--- src/rtl/idma_eh_policy_ctrl_pkg.sv ---
// Shared types for the iDMA error-handling policy controller.
package idma_eh_policy_ctrl_pkg;

  localparam int unsigned PldWidth = 8;

  // Error-handling policy selected by software
  typedef enum logic [1:0] {
    FORWARD         = 2'd0,
    AUTO_CONTINUE   = 2'd1,
    AUTO_ABORT      = 2'd2,
    FORWARD_TIMEOUT = 2'd3
  } eh_policy_e;

  // Error-handling decision sent to the backend
  typedef enum logic {
    CONTINUE = 1'b0,
    ABORT    = 1'b1
  } eh_req_e;

  // 1D backend response
  typedef struct packed {
    logic                error;
    logic                last;
    logic [PldWidth-1:0] pld;
  } rsp_t;

  // Controller FSM states
  typedef enum logic [1:0] {
    IDLE,
    WAIT_SW,
    ISSUE_EH
  } eh_state_e;

endpackage

--- src/rtl/idma_eh_policy_ctrl_counter.sv ---
// Up-counter with synchronous clear (clear has priority over enable).
module idma_eh_policy_ctrl_counter #(
  parameter int unsigned Width = 16
) (
  input  logic             clk_i,
  input  logic             rst_ni,
  input  logic             clear_i,
  input  logic             en_i,
  output logic [Width-1:0] q_o
);

  logic [Width-1:0] cnt_q;

  // Count register
  always_ff @(posedge clk_i or negedge rst_ni) begin
    if (!rst_ni) begin
      cnt_q <= '0;
    end else if (clear_i) begin
      cnt_q <= '0;
    end else if (en_i) begin
      cnt_q <= cnt_q + Width'(1);
    end
  end

  assign q_o = cnt_q;

endmodule

--- src/rtl/idma_eh_policy_ctrl.sv ---
// Error-policy controller: forwards 1D responses to the frontend and, on an
// error, produces a CONTINUE/ABORT decision for the backend from the
// configured policy (auto, software, or software with timeout abort).
module idma_eh_policy_ctrl
  import idma_eh_policy_ctrl_pkg::*;
#(
  parameter int unsigned TimeoutWidth  = 16,
  parameter int unsigned CntWidth      = 8,
  parameter type         idma_rsp_t    = rsp_t,
  parameter type         idma_eh_req_t = eh_req_e
) (
  input  logic                    clk_i,
  input  logic                    rst_ni,
  input  logic [1:0]              cfg_policy_i,
  input  logic [TimeoutWidth-1:0] cfg_timeout_i,
  input  idma_rsp_t               be_rsp_i,
  input  logic                    be_rsp_valid_i,
  output logic                    be_rsp_ready_o,
  output idma_rsp_t               fe_rsp_o,
  output logic                    fe_rsp_valid_o,
  input  logic                    fe_rsp_ready_i,
  input  idma_eh_req_t            sw_eh_i,
  input  logic                    sw_eh_valid_i,
  output logic                    sw_eh_ready_o,
  output idma_eh_req_t            eh_o,
  output logic                    eh_valid_o,
  input  logic                    eh_ready_i,
  output logic [CntWidth-1:0]     err_cnt_o,
  input  logic                    err_cnt_clr_i,
  output logic                    timeout_o,
  output logic                    busy_o
);

  eh_state_e                 state_q, state_d;
  eh_policy_e                pol_q;
  eh_policy_e                cfg_pol;
  logic [TimeoutWidth-1:0]   tmo_q;
  logic [TimeoutWidth-1:0]   tcnt;
  idma_eh_req_t              eh_q;
  logic                      eh_valid_q;
  logic                      timeout_q;
  logic [CntWidth-1:0]       err_cnt_q;
  logic                      err_hs;
  logic                      sw_hs;
  logic                      tmo_hit;
  logic                      auto_pol;

  assign cfg_pol  = eh_policy_e'(cfg_policy_i);
  assign auto_pol = (cfg_pol == AUTO_CONTINUE) || (cfg_pol == AUTO_ABORT);
  assign err_hs   = (state_q == IDLE) && be_rsp_valid_i && fe_rsp_ready_i && be_rsp_i.error;
  assign sw_hs    = (state_q == WAIT_SW) && sw_eh_valid_i;
  // Software wins a same-cycle race with the timeout
  assign tmo_hit  = (state_q == WAIT_SW) && (pol_q == FORWARD_TIMEOUT) &&
                    (tcnt == tmo_q) && !sw_eh_valid_i;

  idma_eh_policy_ctrl_counter #(
    .Width (TimeoutWidth)
  ) i_timeout_cnt (
    .clk_i   (clk_i),
    .rst_ni  (rst_ni),
    .clear_i (err_hs && !auto_pol),
    .en_i    (state_q == WAIT_SW),
    .q_o     (tcnt)
  );

  // State register
  always_ff @(posedge clk_i or negedge rst_ni) begin
    if (!rst_ni) begin
      state_q <= IDLE;
    end else begin
      state_q <= state_d;
    end
  end

  // Next-state logic
  always_comb begin
    state_d = state_q;
    unique case (state_q)
      IDLE:     if (err_hs) state_d = auto_pol ? ISSUE_EH : WAIT_SW;
      WAIT_SW:  if (sw_hs || tmo_hit) state_d = ISSUE_EH;
      ISSUE_EH: if (eh_ready_i) state_d = IDLE;
      default:  state_d = IDLE;
    endcase
  end

  // Handshake gating and pass-through outputs
  always_comb begin
    fe_rsp_o       = be_rsp_i;
    fe_rsp_valid_o = (state_q == IDLE) && be_rsp_valid_i;
    be_rsp_ready_o = (state_q == IDLE) && fe_rsp_ready_i;
    sw_eh_ready_o  = (state_q == WAIT_SW);
    busy_o         = (state_q != IDLE);
  end

  // Latched configuration, decision and registered status outputs
  always_ff @(posedge clk_i or negedge rst_ni) begin
    if (!rst_ni) begin
      pol_q      <= FORWARD;
      tmo_q      <= '0;
      eh_q       <= idma_eh_req_t'(CONTINUE);
      eh_valid_q <= 1'b0;
      timeout_q  <= 1'b0;
    end else begin
      eh_valid_q <= (state_d == ISSUE_EH);
      timeout_q  <= tmo_hit;
      if (err_hs) begin
        pol_q <= cfg_pol;
        tmo_q <= cfg_timeout_i;
        if (cfg_pol == AUTO_CONTINUE) eh_q <= idma_eh_req_t'(CONTINUE);
        if (cfg_pol == AUTO_ABORT)    eh_q <= idma_eh_req_t'(ABORT);
      end else if (sw_hs) begin
        eh_q <= sw_eh_i;
      end else if (tmo_hit) begin
        eh_q <= idma_eh_req_t'(ABORT);
      end
    end
  end

  // Saturating error counter; an error coinciding with a clear counts as one
  always_ff @(posedge clk_i or negedge rst_ni) begin
    if (!rst_ni) begin
      err_cnt_q <= '0;
    end else if (err_hs) begin
      if (err_cnt_clr_i)   err_cnt_q <= CntWidth'(1);
      else if (!(&err_cnt_q)) err_cnt_q <= err_cnt_q + CntWidth'(1);
    end else if (err_cnt_clr_i) begin
      err_cnt_q <= '0;
    end
  end

  assign eh_o       = eh_q;
  assign eh_valid_o = eh_valid_q;
  assign timeout_o  = timeout_q;
  assign err_cnt_o  = err_cnt_q;

endmodule

--- config.mk ---
export PLATFORM = sky130hd
export DESIGN_NAME = idma_eh_policy_ctrl
export DESIGN_NICKNAME = d
export VERILOG_FILES = /design/src/rtl/idma_eh_policy_ctrl_pkg.sv /design/src/rtl/idma_eh_policy_ctrl_counter.sv /design/src/rtl/idma_eh_policy_ctrl.sv
export SDC_FILE = /design/constraint.sdc
export NUM_CORES = 1
export LEC_CHECK = 0
export CAP_MARGIN = 30
export CORE_MARGIN = 10
export CORE_UTILIZATION = 49
export DETAILED_ROUTE_END_ITERATION = 10
export PLACE_DENSITY = 0.81
export SYNTH_ARGS = -nofsm -noshare
export SYNTH_HDL_FRONTEND = slang
export SYNTH_SLANG_ARGS = --single-unit
export TNS_END_PERCENT = 1
--- constraint.sdc ---
create_clock -name clk_i -period 1.7 [get_ports clk_i]
set_input_delay 0.34 -clock clk_i [delete_from_list [all_inputs] [get_ports clk_i]]
set_output_delay 0.34 -clock clk_i [all_outputs]
set_load 0.05 [all_outputs]
==> run metrics <==
status=complete, but fails checks; failing checks=negative setup slack; period utilization=100.9%; CTS tree=done; Max-Cap Viols=0; synth top area cells=dfrtp_1 48%, nand2_1 9.2%, xor2_1 7.5%; clk_skew=0.006775 ns; DRT Wirelength=5695 µm; layout net count=353; ANT nets after route=0; Ys Warns=0; # port buffers=42; Worst Path Required=1.36 ns; n_diodes=0; Hold Vio Cnt, Final=0; Mapped Nets=297; maximum vdd ir drop=1.030 mV; routed vias/inst=5.186; RSZ-0062 raised after global routing=yes; # setup viols final=2; number of global-route vias before repair=1,995; total gr overflow=0; Min-Delay Path Class=in -> async; clk buf depth=2; Root Driver=clkbuf_8; post-synth top area share=47.86%; DR WL met3=354 µm; drt first-iter violations=91; met2 WL=2870 µm; Setup WS post-layout=-0.01531 ns; Synth area leader=dfrtp_1; Final Util=69.62%; first-pass GRT wire length=9584 µm; sequential fraction of the synthesis area=47.86%; Multi-input gate area=1199 µm²; Clock Latency Late Sink=0.30 ns; post-route met1 wirelength=2426 µm; GP Congestion=0.8168; crit path kind=reg -> out; Leakage Power=0.001592 µW; Fin Hold WS=0.004812 ns; die area=8247 µm²; final-layout fill cell count=342; register area=1179 µm²; CTS Buf Count=5; clock sinks=47; Total GRT Usage=13.69%; WL/cell=14.95 µm; Avg Cell Area, Syn=9.562 µm²; worst slew pin tran=0.3585 ns; largest net degree at the start of global routing=48; power density cells=1351 nW/µm²; dpl hpwl=4187 µm; Core Footprint=4786 µm²; via count=1,976; number of synthesized register bits=47; clock slew at reported path FFs=0.09 ns; Unique masters post-synth=42; crit path launch type=flop; setup TNS=-0.02626 ns; Die Width=90.82 µm; Rows=25; die height=90.82 µm; H-tree levels=2; Pins Over Slew Limit=0; Arrival @ worst endpoint=1.38 ns; CP Capture Type=output port; max frequency=0.5830 GHz; Cell Area, Synth=2457 µm²; CP Max Fanout=5; Post-CTS Hold Buffers=0; IO Count=61; commonest non-fill, non-tap cell in the layout=nand2_1; Slew headroom=75.88%; Tmin final=1.715 ns; layout cells sized above 1=23.89%; r2r setup slk=0.08 ns; max layer used=met4; initial antenna violation count=0; Mapped Cells=257; Initial Util=51.35%; DRC Markers=0; most frequent cells in the layout=60 x nand2_1, 45 x dfrtp_1, 29 x buf_4; area grow syn2layout=35.59%; DRT Pass-1 Iters=4
==> kinds of logic (layout without fill, tap and decap cells) <==
logic type      count (synthesis)  count (layout)  synth area share, %
xor+xnor                       33              33                11.76
flops                          47              47                47.86
fa+ha+maj                       4               4                2.037
buf+inv                        25              82                5.855
compound gates                 14              14                4.481
simple gates                  131             131                26.78
mux                             3               3                1.222
==> cell usage after synthesis, drive strengths merged <==
library cell,count
mux2i,3
xor2,21
nor4,4
o21ai,5
buf,15
nor3b,2
o211ai,2
or4b,1
nand2,60
clkbuf,4
nor2b,2
a41oi,1
and4,2
nand3b,1
nand4,9
nor2,25
nand3,9
and3,4
inv,6
a21oi,3
or2,1
dfrtp,47
nor3,6
nand4b,1
o32ai,1
ha,4
nand2b,1
and2,2
o32a,1
or3,1
xnor2,12
a31oi,1
==> worst max-delay path: stages (launching register included) <==
cell     delay, ns
dfrtp_2       0.47
or2_2         0.35
nor2_4        0.11
buf_12        0.14
==> stage by stage <==
step	instances	instance area (µm²)	power (µW)	setup slack (ns)
3_5_place_dp	368	3080	3423	-0.6219
5_1_grt	381	3332	4769	-0.08130
3_3_place_gp	368	3080	3359	-0.5564
2_1_floorplan	257	2460	2800	-0.1828
6_report	381	3332	4502	-0.01531
4_1_cts	378	3273	4457	-0.02161
==> flip-flops by register name, summed over array words and instances (netlist names) <==
signal	count
pol_q	2
eh_valid_o	1
state_q	2
tmo_q	16
eh_o	1
i_timeout_cnt.q_o	16
err_cnt_o	8
timeout_o	1
==> per-layer routing <==
| metal | vias up | GRT usage [%] |
|---|---|---|
| met3 | 10 | 4.572 |
| met2 | 53 | 22.60 |
| met1 | 961 | 17.09 |
| met4 | 0 | 2.480 |
| li1 | 952 | - |
| met5 | - | 0 |
==> repair_timing <==
item	CTS	global route
pin swaps	3	3
setup buffers	2	3
endpoints found under the setup margin	14	12
resized for setup	12	7
==> cell type report <==
cell class	count	area share, %
Clock buffer	5	2.065
Clock inverter	3	2.028
Inverter	6	0.6759
Multi-Input combinational cell	185	35.97
Sequential cell	47	35.37
Tap cell	67	2.516
Timing Repair Buffer	68	21.37
==> path summary, 6_finish.rpt <==
path / startpoint / end / cells past startpoint
min in group clk_i: cfg_policy_i[1] / pol_q[1] / 3
worst max-delay path: state_q[0] / fe_rsp_valid_o / 3
max in group asynchronous: rst_ni / state_q[1] / 2
worst min-delay path: rst_ni / tmo_q[1] / 2
worst min register to register: tmo_q[5] / tmo_q[5] / 2
worst max register to register: state_q[1] / err_cnt_o[3] / 6
==> power breakdown <==
part           switching, µW  leakage [µW]  internal, µW
combinational            933      0.000916           824
sequential               318      0.000611          1450
clock                    392     0.0000644           586
total                   1640       0.00159          2860
No activity file was read; power rests on OpenSTA's default activity.
